## config.mk

```make
export PLATFORM = sky130hd
export DESIGN_NAME = dot_beat_sched
export DESIGN_NICKNAME = d
export VERILOG_FILES = /design/src/rtl/dot_beat_sched_pkg.sv /design/src/rtl/dot_beat_sched_tag_pipe.sv /design/src/rtl/dot_beat_sched.sv
export SDC_FILE = /design/constraint.sdc
export NUM_CORES = 1
export LEC_CHECK = 0
export CAP_MARGIN = 30
export CORE_ASPECT_RATIO = 0.75
export CORE_MARGIN = 5
export CORE_UTILIZATION = 40
export DETAILED_ROUTE_END_ITERATION = 10
export GPL_TIMING_DRIVEN = 0
export PLACE_DENSITY = 0.68
export SYNTH_ARGS = -nofsm -noshare
export SYNTH_HDL_FRONTEND = slang
export SYNTH_SLANG_ARGS = --single-unit
```

## constraint.sdc

```tcl
create_clock -name clk -period 1.79 [get_ports clk]
set_input_delay 0.358 -clock clk [delete_from_list [all_inputs] [get_ports clk]]
set_output_delay 0.358 -clock clk [all_outputs]
set_load 0.1 [all_outputs]
```

## src/rtl/dot_beat_sched_pkg.sv

```systemverilog
// Shared definitions for the inner-dot beat scheduler and the selector it drives.
// Slot constants live here so both sides always agree on which beats are FC.
package dot_beat_sched_pkg;

    typedef enum logic [1:0] {
        ST_IDLE  = 2'd0,
        ST_RUN   = 2'd1,
        ST_DRAIN = 2'd2
    } state_t;

    localparam int CNT_MAX  = 67;
    localparam int CW       = $clog2(CNT_MAX + 1);
    localparam int FC_SLOT0 = 34;
    localparam int FC_SLOT1 = 50;
    localparam int FC_SLOT2 = 66;
    localparam int FC_IDX_W = 2;

    function automatic logic is_fc_slot(input logic [CW-1:0] c);
        return (c == CW'(FC_SLOT0)) || (c == CW'(FC_SLOT1)) || (c == CW'(FC_SLOT2));
    endfunction

    // Non-FC beats map to index 0 so downstream never sees a stale slot number.
    function automatic logic [FC_IDX_W-1:0] fc_slot_idx(input logic [CW-1:0] c);
        logic [FC_IDX_W-1:0] idx;
        idx = '0;
        if (c == CW'(FC_SLOT1)) idx = FC_IDX_W'(1);
        if (c == CW'(FC_SLOT2)) idx = FC_IDX_W'(2);
        return idx;
    endfunction

endpackage

```

## src/rtl/dot_beat_sched_tag_pipe.sv

```systemverilog
// Latency-matched tag shift register that labels each MAC result as conv or FC.
// A flush clears every stage so nothing issued before an abort ever emerges.
module dot_tag_pipe
    import dot_beat_sched_pkg::*;
#(
    parameter int DEPTH = 2,
    parameter int IW    = FC_IDX_W
) (
    input  logic          clk,
    input  logic          rst_n,
    input  logic          i_flush,
    input  logic          i_vld,
    input  logic          i_fc,
    input  logic [IW-1:0] i_idx,
    output logic          o_vld,
    output logic          o_fc,
    output logic [IW-1:0] o_idx
);

    logic [DEPTH-1:0]         r_vld;
    logic [DEPTH-1:0]         r_fc;
    logic [DEPTH-1:0][IW-1:0] r_idx;

    always_ff @(posedge clk or negedge rst_n) begin
        if (!rst_n) begin
            r_vld <= '0;
            r_fc  <= '0;
            r_idx <= '0;
        end else if (i_flush) begin
            r_vld <= '0;
            r_fc  <= '0;
            r_idx <= '0;
        end else begin
            r_vld[0] <= i_vld;
            r_fc[0]  <= i_vld & i_fc;
            r_idx[0] <= (i_vld & i_fc) ? i_idx : '0;
            for (int k = 1; k < DEPTH; k++) begin
                r_vld[k] <= r_vld[k-1];
                r_fc[k]  <= r_fc[k-1];
                r_idx[k] <= r_idx[k-1];
            end
        end
    end

    assign o_vld = r_vld[DEPTH-1];
    assign o_fc  = r_fc[DEPTH-1];
    assign o_idx = r_idx[DEPTH-1];

endmodule

```

## src/rtl/dot_beat_sched.sv

```systemverilog
// Beat scheduler: walks cnt 0..CNT_MAX once per layer pass, stalling on operand
// availability, and tags each dot result as conv or FC for the accumulators.
module dot_beat_sched
    import dot_beat_sched_pkg::*;
#(
    parameter int DOT_LAT = 2
) (
    input  logic                clk,
    input  logic                rst_n,
    input  logic                start,
    input  logic                abort,
    input  logic                src_vld,
    output logic                src_rdy,
    output logic [CW-1:0]       cnt,
    output logic                in_vld,
    output logic                res_vld_conv,
    output logic                res_vld_fc,
    output logic [FC_IDX_W-1:0] fc_idx,
    output logic                busy,
    output logic                done
);

    localparam int            DW         = (DOT_LAT > 1) ? $clog2(DOT_LAT) : 1;
    localparam logic [DW-1:0] DRAIN_LAST = DW'(DOT_LAT - 1);
    localparam logic [CW-1:0] CNT_LAST   = CW'(CNT_MAX);

    state_t              r_state;
    logic [CW-1:0]       r_cnt;
    logic [DW-1:0]       r_drain;

    logic                w_accept;
    logic                w_is_fc;
    logic [FC_IDX_W-1:0] w_fc_idx;
    logic                w_tag_vld;
    logic                w_tag_fc;
    logic [FC_IDX_W-1:0] w_tag_idx;

    assign w_accept = (r_state == ST_RUN) & src_vld;

    // DRAIN waits exactly DOT_LAT cycles so the last tag leaves the pipe on its final cycle.
    always_ff @(posedge clk or negedge rst_n) begin
        if (!rst_n) begin
            r_state <= ST_IDLE;
            r_cnt   <= '0;
            r_drain <= '0;
        end else if (abort) begin
            r_state <= ST_IDLE;
            r_cnt   <= '0;
            r_drain <= '0;
        end else begin
            case (r_state)
                ST_IDLE: begin
                    r_cnt   <= '0;
                    r_drain <= '0;
                    if (start) r_state <= ST_RUN;
                end
                ST_RUN: begin
                    if (src_vld) begin
                        if (r_cnt == CNT_LAST) begin
                            r_cnt   <= '0;
                            r_drain <= '0;
                            r_state <= ST_DRAIN;
                        end else begin
                            r_cnt <= r_cnt + CW'(1);
                        end
                    end
                end
                ST_DRAIN: begin
                    if (r_drain == DRAIN_LAST) begin
                        r_drain <= '0;
                        r_state <= ST_IDLE;
                    end else begin
                        r_drain <= r_drain + DW'(1);
                    end
                end
                default: begin
                    r_state <= ST_IDLE;
                    r_cnt   <= '0;
                    r_drain <= '0;
                end
            endcase
        end
    end

    assign w_is_fc  = is_fc_slot(r_cnt);
    assign w_fc_idx = fc_slot_idx(r_cnt);

    dot_tag_pipe #(
        .DEPTH (DOT_LAT),
        .IW    (FC_IDX_W)
    ) u_tag_pipe (
        .clk     (clk),
        .rst_n   (rst_n),
        .i_flush (abort),
        .i_vld   (w_accept),
        .i_fc    (w_is_fc),
        .i_idx   (w_fc_idx),
        .o_vld   (w_tag_vld),
        .o_fc    (w_tag_fc),
        .o_idx   (w_tag_idx)
    );

    assign src_rdy      = (r_state == ST_RUN);
    assign in_vld       = w_accept;
    assign cnt          = r_cnt;
    assign busy         = (r_state != ST_IDLE);
    assign res_vld_conv = w_tag_vld & ~w_tag_fc;
    assign res_vld_fc   = w_tag_vld & w_tag_fc;
    assign fc_idx       = res_vld_fc ? w_tag_idx : '0;
    assign done         = (r_state == ST_DRAIN) && (r_drain == DRAIN_LAST);

endmodule

```

* After elaboration in Yosys (flattened, before gate mapping) *
Cells that the tools add are included.

word-level totals
  bits of input ports = 5
  register bits after elaboration = 18
  memory bits (writable) = 0
  memories kept = 0
  bits in latches = 0
  logic and storage cells = 55
  bits in read-only memories = 0

operators by class
  add/subtract/negate cells = 2
  divide/modulo/power cells = 0
  mux-type cells = 22
  reduce and logical (&&, ||, !) cells = 8
  equal/unequal tests = 11
  magnitude comparators = 0
  bitwise operators = 5
  shifts and indexed selects = 0
  multipliers = 0

operators with widths
  operator                                                                 number
  7-bit 2-to-1 mux                                                         3
  2-bit 2-to-1 mux                                                         10
  7-bit by 6-bit equality test with 1-bit output, second input constant    2
  7-bit equality test, second input constant                               2
  7-bit case mux with 2 select lines                                       1
  3-bit inequality test, second input constant                             3
  7-bit by 1-bit adder with 7-bit output, second input constant            1
  2-bit case mux with 3 select lines                                       1
  1-bit 2-to-1 mux                                                         5
  1-bit bitwise AND                                                        4
  4-bit 2-to-1 mux                                                         1
  2-bit AND reduction                                                      2
  4-bit AND reduction                                                      1
  3-bit by 2-bit inequality test with 1-bit output, second input constant  1
  2-bit by 1-bit equality test with 1-bit output, second input constant    1
  2-bit equality test, second input constant                               1
  2-bit logical NOT                                                        1
  1-bit logical OR                                                         2
  2-bit inequality test, second input constant                             1
  1-bit case mux with 2 select lines                                       1
  2-bit nonzero test                                                       1
  1-bit adder, second input constant                                       1
  1-bit logical AND                                                        1
  1-bit NOT                                                                1

* Logic depth before layout (Yosys ltp) *
  depth in word-level cells = 6
  mapped depth = 5
  gate-level depth less buffers = 5

* By module *
Synthesis repeated with hierarchy kept, for this count alone.

unflattened totals
  cells, all modules = 85
  area total of the unflattened synthesis = 919.6 µm²

modules (own cells, without submodules)
  module          area each (µm²)  instances  cells an instance  seq. area each (µm²)
  dot_beat_sched  630.6            1          67                 250.2
  dot_tag_pipe    289.0            1          18                 200.2

* Worst setup path after synthesis *
OpenSTA, ideal clock, no wires.

  path type = register to output
  start = register r_state[1]
  end = output port in_vld
  data arrival time = 2071 ps
  path slack = -639 ps
  buffers on the path = 0
  cell stages (with the launch flop) = 4
  cells stage by stage = dfrtp_1 nand2b_1 inv_1 and2_1

on the way
  longest elaborated chain between the ends = 2

ends and longest elaborated chain
  element                                         RTL line              RTL
  start: declaration                              dot_beat_sched.sv:27  state_t r_state;
  start signal: assignment                        dot_beat_sched.sv:43  r_state <= ST_IDLE;
  start signal: assignment                        dot_beat_sched.sv:47  r_state <= ST_IDLE;
  start signal: assignment                        dot_beat_sched.sv:55  if (start) r_state <= ST_RUN;
  2-bit by 1-bit equality test with 1-bit output  -
  via src_rdy                                     dot_beat_sched.sv:13  output logic src_rdy,
  1-bit bitwise AND                               dot_beat_sched.sv:38  assign w_accept = (r_state == ST_RUN) & src_vld;
  end: declaration                                dot_beat_sched.sv:15  output logic in_vld,

The timed path passes the listed nets, and every way through them passes these cells.

* Final worst setup path *
  start = input port src_vld
  end = register r_cnt[0], in the netlist cnt[0]

on the way
  longest elaborated chain between the ends = 2

ends and longest elaborated chain
  element                          RTL line              RTL
  start: declaration               dot_beat_sched.sv:12  input logic src_vld,
  3-bit inequality test (no line)  -
  2-bit AND reduction (no line)    -
  end signal: assignment           dot_beat_sched.sv:64  r_cnt <= r_cnt + CW'(1);
  end: declaration                 dot_beat_sched.sv:28  logic [CW-1:0] r_cnt;

Every way passes these cells.
A chain may end at the register's enable or synchronous reset.

==> results.yml <==
status:
  status: "completed"
floorplan:
  initial_core_util_pct: 43.2
  die_y_um: 50.9
  num_io_pins: 20
  die_w_um: 64.5
  rows: 14
  dieArea_um2: 3280
  core_area_um2: 2070
layout:
  final_cell_area_um2: 1190
  layout.nets: 119
  final_cells: 135
  diodes: 0
  drive_above_1_share_pct: 35.1
  final.fill_count: 185
  areaGrowthSynthToFinish_pct: 33.9
job:
  maxCapViolations: 0
sta:
  layout_setup_ws_ps: 37.6
  setup_viol: 0
  period_needed_ps: 1750
  skew_ps: 6.49
  whs_ps: 476
  drv_slew: 0
  max_freq_ghz: 0.571
  hold_viol: 0
  tightest_slew_ps: 771
  maxSlewHeadroom_pct: 48.5
  finalCritPeriodShare_pct: 97.9
worst_hold_path:
  worstHoldPathType: "flop to flop"
placement:
  gp_congestion: 0.737
  place_area_um2: 1130
  post-dp-hpwl_mm: 1.39
  place_inst: 130
  port-buffer-count: 19
  dp_slack_ps: -784
global_route:
  grt_max_degree: 19
  overflow: 0
  grt_pass1_wl_mm: 3.12
  track_usage_pct: 12.3
  antenna_found_initial: 0
  grt_pass1_vias: 682
power:
  p_total_uw: 785
  switching_share_pct: 27.5
  p_int_uw: 569
  pwr-share-seq_pct: 53.3
  leakage_nw: 0.505
  power_frac_clock_pct: 31.9
  power_switching_uw: 216
  peakVddDrop_mv: 0.454
  power_per_cell_area_nw_per_um2: 657
  combPwrFrac_pct: 14.8
drt:
  finalWirelength_mm: 1.86
  ant_nets: 0
  drt-initial-drc-count: 14
  drt-vias-per-instance: 5.31
  drc: 0
  routedWlPerCell_um: 13.8
  drt_pass1_iterations: 4
  vias: 717
setup_path:
  crit_path_end_kind: "flop"
  path_max_fanout: 7
  arrival_ps: 1940
  startpoint_type: "primary input"
  required_ps: 1980
  critical_path_class: "primary input to flop"
clock_network:
  clock-root-buffer: "clkbuf_4"
  numCtsBuffers: 3
  path_clk_slew_ps: 110
  cts_tree: "built"
  clockBufferDepth: 2
  clock_sinks: 18
  clock_latency_ps: 290
  htreeDepth: 1
  cts_hold_buf: 0
synthesis:
  seq_area_frac_synth_pct: 50.5
  synthCells: 87
  netlist-cell-type-count: 32
  synth.top_cell.area_share_pct: 50.5
  ys_seq_elements: 18
  synth.area.top_cells: "dfrtp_1 50%, nor2_1 4.2%, nor2b_1 3.5%, and4_1 2.9%, xnor2_1 2.9%"
  synth-warning-count: 0
  synth_top_area_cell: "dfrtp_1"
  syn-num-nets: 94
  syn_area_per_cell_um2: 10.3
  syn-cell-area_um2: 892
-- power by group through the flow --
stage / clock network (mW) / logic, mW / registers, mW
2_1_floorplan: 0 / 0.0620 / 0.439
3_3_place_gp: 0 / 0.114 / 0.425
3_5_place_dp: 0 / 0.115 / 0.425
4_1_cts: 0.260 / 0.114 / 0.418
5_1_grt: 0.279 / 0.123 / 0.420
6_report: 0.250 / 0.116 / 0.419
-- critical path: stages --
cell,delay (ps)
clkdlybuf4s50_1,490
nor4b_2,470
or2_1,180
buf_6,120
mux2_2,320
-- state kept, by name (all words and copies together), names as in the netlist --
signal            count
cnt                   7
r_drain               1
u_tag_pipe.r_fc       2
u_tag_pipe.o_idx      2
u_tag_pipe.r_idx      2
u_tag_pipe.r_vld      2
r_state               2
-- final timing paths --
check                           slack (ps)                           end  depth (start not counted)                          from
max in group asynchronous              750            cnt[5]$_DFFE_PN0P_                          1                         rst_n
min in group asynchronous              500            cnt[3]$_DFFE_PN0P_                          1                         rst_n
worst min register to register         480  u_tag_pipe.r_fc[1]$_DFF_PN0_                          1  u_tag_pipe.r_fc[0]$_DFF_PN0_
worst max-delay path                    40            cnt[0]$_DFFE_PN0P_                          5                       src_vld
worst max register to register         190            cnt[5]$_DFFE_PN0P_                          5        r_state[0]$_DFFE_PN0P_
worst min-delay path                   480  u_tag_pipe.r_fc[1]$_DFF_PN0_                          1  u_tag_pipe.r_fc[0]$_DFF_PN0_
-- synthesized netlist by cell type, drive strengths merged --
cell / n
or4b: 1
and2: 3
and4: 3
nor2: 10
clkbuf: 1
buf: 1
nor3b: 1
a21o: 1
a2111oi: 1
ha: 2
nor4b: 1
o21ba: 1
nand2b: 1
nand3: 3
o211a: 1
or2b: 1
o41ai: 1
or3: 2
xnor2: 3
o21ai: 2
inv: 5
a41o: 1
a21oi: 4
nand2: 4
nor2b: 5
and3: 2
dfrtp: 18
nor4: 1
or2: 2
nor3: 4
mux2: 1
-- per-stage QoR --
step                      TNS [ps]  util (%)
final                            0      57.8
after global routing         -8.14      57.8
after CTS                    -2.34      57.4
after detailed placement     -4310      54.9
after global placement       -4090      54.9
after floorplan               -195         -
-- per-layer routing --
| metal | up-vias | track usage, % | wire [um] |
|---|---|---|---|
| met5 | - | 0 | 0 |
| met4 | 0 | 2.11 | 0 |
| met3 | 0 | 4.82 | 92 |
| met2 | 18 | 19.2 | 838 |
| met1 | 351 | 16.5 | 933 |
| li1 | 348 | - | - |
-- cell type report --
type                    count  area, um2  share of cell area, %
plain buffers               2       15.0                   1.26
clock buffers               4       36.3                   3.04
repair buffers             20        200                   16.8
multi-input cells          62        432                   36.1
flip-flops and latches     18        459                   38.4
inverters                   5       22.5                   1.88
well taps                  24       30.0                   2.51
-- layout by cell type, fill, tap and decap left out, types with 2 or more instances in the layout --
master           count
a21oi_1              4
and2_1               2
and3_1               2
and4_1               3
buf_2                3
buf_4                2
buf_8                2
clkbuf_4             3
clkdlybuf4s15_2      8
clkdlybuf4s50_1      4
dfrtp_1             11
dfrtp_2              7
ha_1                 2
inv_1                4
nand2_1              4
nand3_1              3
nor2_1               9
nor2b_1              4
nor3_1               4
o21ai_0              2
or3_1                2
xnor2_1              3
-- cells by family after synthesis --
kind of cell               count (synthesis)  share of synthesized area [%]
buffers and inverters                      7                           3.79
muxes                                      1                           1.26
and+or+nand+nor                           44                           29.2
adders and majority gates                  2                           2.80
xor gates and xnor gates                   3                           2.95
DFF                                       18                           50.5
AOI/OAI and AO/OA                         12                           9.54
-- repair_timing --
item,in CTS,in global routing
gates resized for setup,60,9
buffers inserted,0,1
setup endpoints to repair,15,6
pin swaps,0,0
Note: power is estimated with default switching activity, not from simulation.
